===== src/rtl/instruction_fetch_pkg.sv =====
// Shared constants and types for the MIPS instruction fetch stage.
package instruction_fetch_pkg;

  // Default widths, also used by the IF/ID pipeline register.
  localparam int DEFAULT_PC_SIZE     = 32;
  localparam int DEFAULT_ID_BUS_SIZE = 32;

  // Reserved encoding that stops the stage when it is fetched.
  localparam logic [31:0] HALT_WORD = 32'hFFFF_FFFF;

  // Next-PC select codes. 2'b11 falls back to sequential.
  localparam logic [1:0] PC_SRC_SEQ    = 2'b00;
  localparam logic [1:0] PC_SRC_BRANCH = 2'b01;
  localparam logic [1:0] PC_SRC_JUMP   = 2'b10;

  typedef enum logic [1:0] {
    ST_LOAD   = 2'd0,
    ST_RUN    = 2'd1,
    ST_HALTED = 2'd2
  } state_t;

endpackage


===== src/rtl/instruction_memory.sv =====
// Instruction memory: synchronous write from the loader, asynchronous read
// for fetch. The array is deliberately not reset.
module instruction_memory
  import instruction_fetch_pkg::*;
#(
  parameter int DEPTH  = 64,
  parameter int WIDTH  = DEFAULT_ID_BUS_SIZE,
  parameter int ADDR_W = 6
) (
  input  logic              clk,
  input  logic              we,
  input  logic [ADDR_W-1:0] waddr,
  input  logic [WIDTH-1:0]  wdata,
  input  logic [ADDR_W-1:0] raddr,
  output logic [WIDTH-1:0]  rdata
);

  logic [WIDTH-1:0] mem [DEPTH];

  // Loader write port.
  always_ff @(posedge clk) begin
    if (we) mem[waddr] <= wdata;
  end

  assign rdata = mem[raddr];

endmodule


===== src/rtl/instruction_fetch.sv =====
// Instruction fetch stage: program counter, sequential program loader,
// next-PC selection and the LOAD/RUN/HALTED controller.
//
//   state     | meaning
//   ----------+-----------------------------------------------------------
//   ST_LOAD   | PC held at 0, loader writes words at mem[count]
//   ST_RUN    | fetch; PC advances on enable & ~stall, HALT word -> HALTED
//   ST_HALTED | PC frozen, o_halt high; only clear or reset leaves
module instruction_fetch
  import instruction_fetch_pkg::*;
#(
  parameter int PC_SIZE   = DEFAULT_PC_SIZE,
  parameter int BUS_SIZE  = DEFAULT_ID_BUS_SIZE,
  parameter int MEM_DEPTH = 64
) (
  input  logic                i_clk,
  input  logic                i_reset,
  input  logic                i_enable,
  input  logic                i_stall,
  input  logic [1:0]          i_pc_src,
  input  logic [PC_SIZE-1:0]  i_branch_addr,
  input  logic [PC_SIZE-1:0]  i_jump_addr,
  input  logic                i_load_valid,
  input  logic [BUS_SIZE-1:0] i_load_data,
  input  logic                i_start,
  input  logic                i_clear,
  output logic [PC_SIZE-1:0]  o_next_seq_pc,
  output logic [BUS_SIZE-1:0] o_instruction,
  output logic                o_halt,
  output logic                o_load_full,
  output logic                o_running
);

  localparam int ADDR_W = $clog2(MEM_DEPTH);
  localparam int CNT_W  = $clog2(MEM_DEPTH + 1);
  localparam logic [BUS_SIZE-1:0] HALT      = '1;
  localparam logic [CNT_W-1:0]    DEPTH_CNT = CNT_W'(MEM_DEPTH);

  state_t              state, state_next;
  logic [PC_SIZE-1:0]  pc, pc_next, seq_pc;
  logic [CNT_W-1:0]    count, count_next;
  logic                mem_we;
  logic [BUS_SIZE-1:0] mem_rdata;
  logic                full, in_range, advance, fetched_halt;

  instruction_memory #(
    .DEPTH  (MEM_DEPTH),
    .WIDTH  (BUS_SIZE),
    .ADDR_W (ADDR_W)
  ) u_mem (
    .clk   (i_clk),
    .we    (mem_we),
    .waddr (count[ADDR_W-1:0]),
    .wdata (i_load_data),
    .raddr (pc[ADDR_W+1:2]),
    .rdata (mem_rdata)
  );

  assign seq_pc  = pc + PC_SIZE'(4);
  assign full    = (count == DEPTH_CNT);
  assign advance = i_enable & ~i_stall;

  // The full word index is compared, so addresses beyond the array never
  // alias back onto loaded words. count <= MEM_DEPTH covers both bounds.
  assign in_range      = (pc[PC_SIZE-1:2] < (PC_SIZE-2)'(count));
  assign o_instruction = in_range ? mem_rdata : HALT;
  assign fetched_halt  = (o_instruction == HALT);

  assign o_next_seq_pc = seq_pc;
  assign o_halt        = (state == ST_HALTED);
  assign o_running     = (state == ST_RUN);
  assign o_load_full   = full;

  // State, PC and loader count registers.
  always_ff @(posedge i_clk or negedge i_reset) begin
    if (!i_reset) begin
      state <= ST_LOAD;
      pc    <= '0;
      count <= '0;
    end else begin
      state <= state_next;
      pc    <= pc_next;
      count <= count_next;
    end
  end

  // Next state, next PC, loader write strobe; clear overrides everything.
  always_comb begin
    state_next = state;
    pc_next    = pc;
    count_next = count;
    mem_we     = 1'b0;
    if (i_clear) begin
      state_next = ST_LOAD;
      pc_next    = '0;
      count_next = '0;
    end else begin
      case (state)
        ST_LOAD: begin
          pc_next = '0;
          if (i_load_valid && !full) begin
            mem_we     = 1'b1;
            count_next = count + CNT_W'(1);
          end
          if (i_start) state_next = ST_RUN;
        end
        ST_RUN: begin
          if (advance) begin
            if (fetched_halt) begin
              state_next = ST_HALTED;
            end else begin
              case (i_pc_src)
                PC_SRC_BRANCH: pc_next = i_branch_addr;
                PC_SRC_JUMP:   pc_next = i_jump_addr;
                default:       pc_next = seq_pc;
              endcase
            end
          end
        end
        ST_HALTED: begin
          pc_next = pc;
        end
        default: begin
          state_next = ST_LOAD;
          pc_next    = '0;
        end
      endcase
    end
  end

endmodule


===== config.mk =====
export PLATFORM = sky130hd
export DESIGN_NAME = instruction_fetch
export DESIGN_NICKNAME = d
export VERILOG_FILES = /design/src/rtl/instruction_fetch_pkg.sv /design/src/rtl/instruction_memory.sv /design/src/rtl/instruction_fetch.sv
export SDC_FILE = /design/constraint.sdc
export NUM_CORES = 2
export LEC_CHECK = 0
export BUFFER_PORTS_ARGS = -buffer_cell sky130_fd_sc_hd__buf_2
export CAP_MARGIN = 20
export CORE_AREA = 2 2 309 539
export CTS_CLUSTER_DIAMETER = 80
export DETAILED_ROUTE_END_ITERATION = 10
export DIE_AREA = 0 0 311 541
export PLACE_DENSITY = 0.74
export SYNTH_ARGS = -nofsm -noshare
export SYNTH_HDL_FRONTEND = slang
export SYNTH_HIERARCHICAL = 1
export SYNTH_SLANG_ARGS = --single-unit
export TNS_END_PERCENT = 5

===== constraint.sdc =====
create_clock -name i_clk -period 8.3 [get_ports i_clk]
set_input_delay 0.415 -clock i_clk [delete_from_list [all_inputs] [get_ports i_clk]]
set_output_delay 0.415 -clock i_clk [all_outputs]
set_load 0.01 [all_outputs]

==> results by group <==
STA
  • Final Skew: 0.0414 ns
  • Post-layout minimum cycle time: 5.90 ns
  • Final setup viols: 0
  • Fmax: 170 MHz
  • Max-slew violation count: 0
  • Period utilization: 0.711
  • Setup TNS: 0 ns
  • Rel. slew slack: 0.277
  • Actual slew at the worst max-slew pin: 1.08 ns
  • RSZ-0062 raised after global routing: false
  • Final hold violation count: 0

Yosys
  • Syn nets: 3839
  • Register bit count reported by yosys: 2089
  • Synth Warn #: 6
  • Post-Syn Area: 81400 µm²
  • Post-synthesis sequential area ratio: 0.768
  • Post-synthesis simple-gate area fraction: 0.0245
  • Synth area leaders: edfxtp_1, mux4_2, dfrtp_1
  • Main combinational cell family by area after synthesis: multiplexers
  • Post-synth top flop: edfxtp_1
  • Top cells by count, synth: edfxtp_1, mux4_2, nor2_1, clkbuf_1, mux2i_1
  • Most frequent cell after synthesis: edfxtp_1
  • Top-area cell type share of the netlist area: 0.755
  • Syn avg cell area: 21.9 µm²
  • Mapped Cells: 3723
  • Post-synth ARST share: 0.0196
  • Synth Area in Compound Gates: 0.0267
  • Post-synth EDFFs: 2048
  • Post-synthesis mux area share: 0.162
  • Yosys top cell by area: edfxtp_1
  • Cell variety after synth: 61
  • Synth Area in XOR/XNOR: 0.00366
  • Synthesized-area fraction occupied by adder cells: 0.00169

Final layout
  • Post-route cell area: 91300 µm²
  • Share of cells above drive strength 1: 0.284
  • Register area: 62500 µm²
  • Non-filler instance count after layout: 6321
  • Fill cells: 11812
  • P&R area growth vs syn: 12.1%
  • Nets@finish: 4124
  • Multi-input logic area: 18300 µm²

Global routing
  • Largest net degree at the start of global routing: 126
  • Vias in the first global route: 41387
  • Global-route wire length before repair: 297 mm
  • Antenna violations before repair: 10
  • GRT Overall Usage: 0.247
  • GRT overflow: 0

Hold path
  • Hold depth: 1
  • Hold path startpoint: i_load_data[2]
  • Hold endpoint: u_mem/mem[29][2]
  • Type of the most critical hold path: in2reg

Critical path
  • Crit-path max FO: 32
  • Worst EP arrival: 6.57 ns
  • Crit. End Element: flip-flop
  • CP Launch Type: flip-flop
  • Worst-case reg-to-reg path depth: 13
  • FF-to-FF Start: pc[4]
  • CP required: 8.97 ns
  • Reg2Reg Capture Point: state[0]
  • Worst reg-to-reg setup slack: 2.40 ns
  • Setup Crit Path Kind: reg2reg

Clock network
  • CTS H-tree depth: 4
  • Reg clk slew, reported paths: 0.07 ns
  • Postcts setup bufs: 0
  • CTS tree: built
  • Inserted Clock Buffers: 169
  • CTS Buffer Depth: 4
  • Worst-Skew Late Latency: 0.83 ns
  • CTS root buf: clkbuf_16
  • Clock sink count: 2089
  • Post_cts resized: 0

Detailed routing
  • Via/cell ratio: 6.47
  • Via count: 40871
  • Top Layer Used: met5
  • DRT iter0 DRCs: 5207
  • Avg WL per Cell: 33.1 µm
  • Post-route DRC: 0
  • Post-route ant nets: 0
  • Routed metal-1 wirelength: 69.9 mm
  • Met2 wire len: 109 mm
  • Pre-antenna DRT Iters: 6
  • Detail Route met3 WL: 16.5 mm
  • Final wirelength: 209 mm

Floorplanning
  • Die Ht: 541 µm
  • Die area: 168000 µm²
  • Initial cell density of the core: 0.496
  • Core area: 164000 µm²
  • Std-Cell Rows: 197
  • Die Span X: 311 µm
  • Ports: 172

Pwr
  • Tot Pwr: 20.7 mW
  • Leakage: 27.5 nW
  • Clock power share: 0.373
  • Internal power: 16.2 mW
  • IR drop worst, VDD: 0.161 mV
  • Sw frac: 0.217
  • P_sw: 4.48 mW
  • Reg power frac: 0.564
  • Logic pwr share: 0.064
  • PD cells: 226 nW/µm²

Run
  • Maxcap violations: 0

Placement
  • DP Cell Count: 5977
  • GPL Wtd Cong: 0.925
  • Area after DPL: 85400 µm²
  • Final HPWL DP: 122 mm
  • Port bufs: 171

Outcome
  • Status: finished, final reports clean
==> layer usage <==
metal,vias to the layer above,global-route usage
li1,16270,-
met2,2426,0.432
met4,10,0.144
met3,608,0.0313
met1,21557,0.294
met5,-,0
==> worst max-delay path by stage <==
stage                         from          endpoint  slack, ns  cells past startpoint
after detailed placement     pc[2]            pc[14]       2.38                     13
after CTS                    pc[2]            pc[14]       2.40                     13
after floorplan           count[0]  u_mem/mem[48][0]       3.88                      7
after global routing         pc[2]            pc[14]       2.38                     14
after global placement       pc[2]            pc[14]       2.34                     13
final                        pc[4]          state[0]       2.40                     13
==> area by class of cell <==
cell class | count | area share
clock inverters | 84 | 0.00784
diodes | 4 | 0.000110
flip-flops and latches | 2089 | 0.685
repair buffers | 330 | 0.0278
clock buffers | 207 | 0.0484
inverters | 14 | 0.000576
multi-input cells | 1404 | 0.200
well taps | 2189 | 0.0300
==> worst max-delay path, stage by stage, from the launching register on <==
cell	delay, ns
dfrtp_4	0.85
buf_4	0.57
buf_4	0.45
mux4_2	0.27
o221ai_1	0.12
a21oi_1	0.30
a21oi_1	0.07
nor2_1	0.67
nand4_1	0.27
nor4_1	0.85
nand2_1	0.31
nand3_1	0.21
a31oi_1	0.11
dlygate4sd3_1	0.59
==> cells by family after synthesis <==
| kind of cell | count (synthesis) |
|---|---|
| flops | 2089 |
| mux | 637 |
| simple gates | 414 |
| compound gates | 308 |
| buf+inv | 230 |
| xor+xnor | 34 |
| fa+ha+maj | 11 |
==> registers in the layout, indices dropped and copies added (netlist names) <==
signal / flops
count: 7
pc: 32
state: 2
u_mem/mem: 2048
==> through the flow <==
step	hold slack, ns	setup slack, ns	util
2_1_floorplan	0.119	3.88	-
3_3_place_gp	0.483	2.34	0.520
3_5_place_dp	0.483	2.38	0.520
4_1_cts	0.000439	2.40	0.552
5_1_grt	0.0242	2.38	0.556
6_report	0.0134	2.40	0.556
==> repair_timing <==
item | CTS | global route
hold buffers | 14 | 10
endpoints found under the setup margin | 0 | 0
hold endpoints to repair | 56 | 74
==> cell usage in the layout, fill, tap and decap left out, drive strengths merged, types with 58 or more instances in the layout <==
cell type | netlist | routed
a21oi | 83 | 83
nor2 | 179 | 179
edfxtp | 2048 | 2048
mux2i | 93 | 93
buf | 117 | 306
o22ai | 84 | 84
clkbuf | 99 | 207
mux4 | 544 | 544
nand2 | 64 | 64
clkinv | 0 | 58
==> power by group through the flow <==
stage,clock (mW),combinational (mW),sequential (mW)
6_report,7.71,1.31,11.6
2_1_floorplan,0,0.694,11.8
3_5_place_dp,0,1.25,11.9
5_1_grt,8.12,1.36,11.6
3_3_place_gp,0,1.23,11.9
4_1_cts,7.79,1.26,11.7
Note: power is estimated with default switching activity, not from simulation.
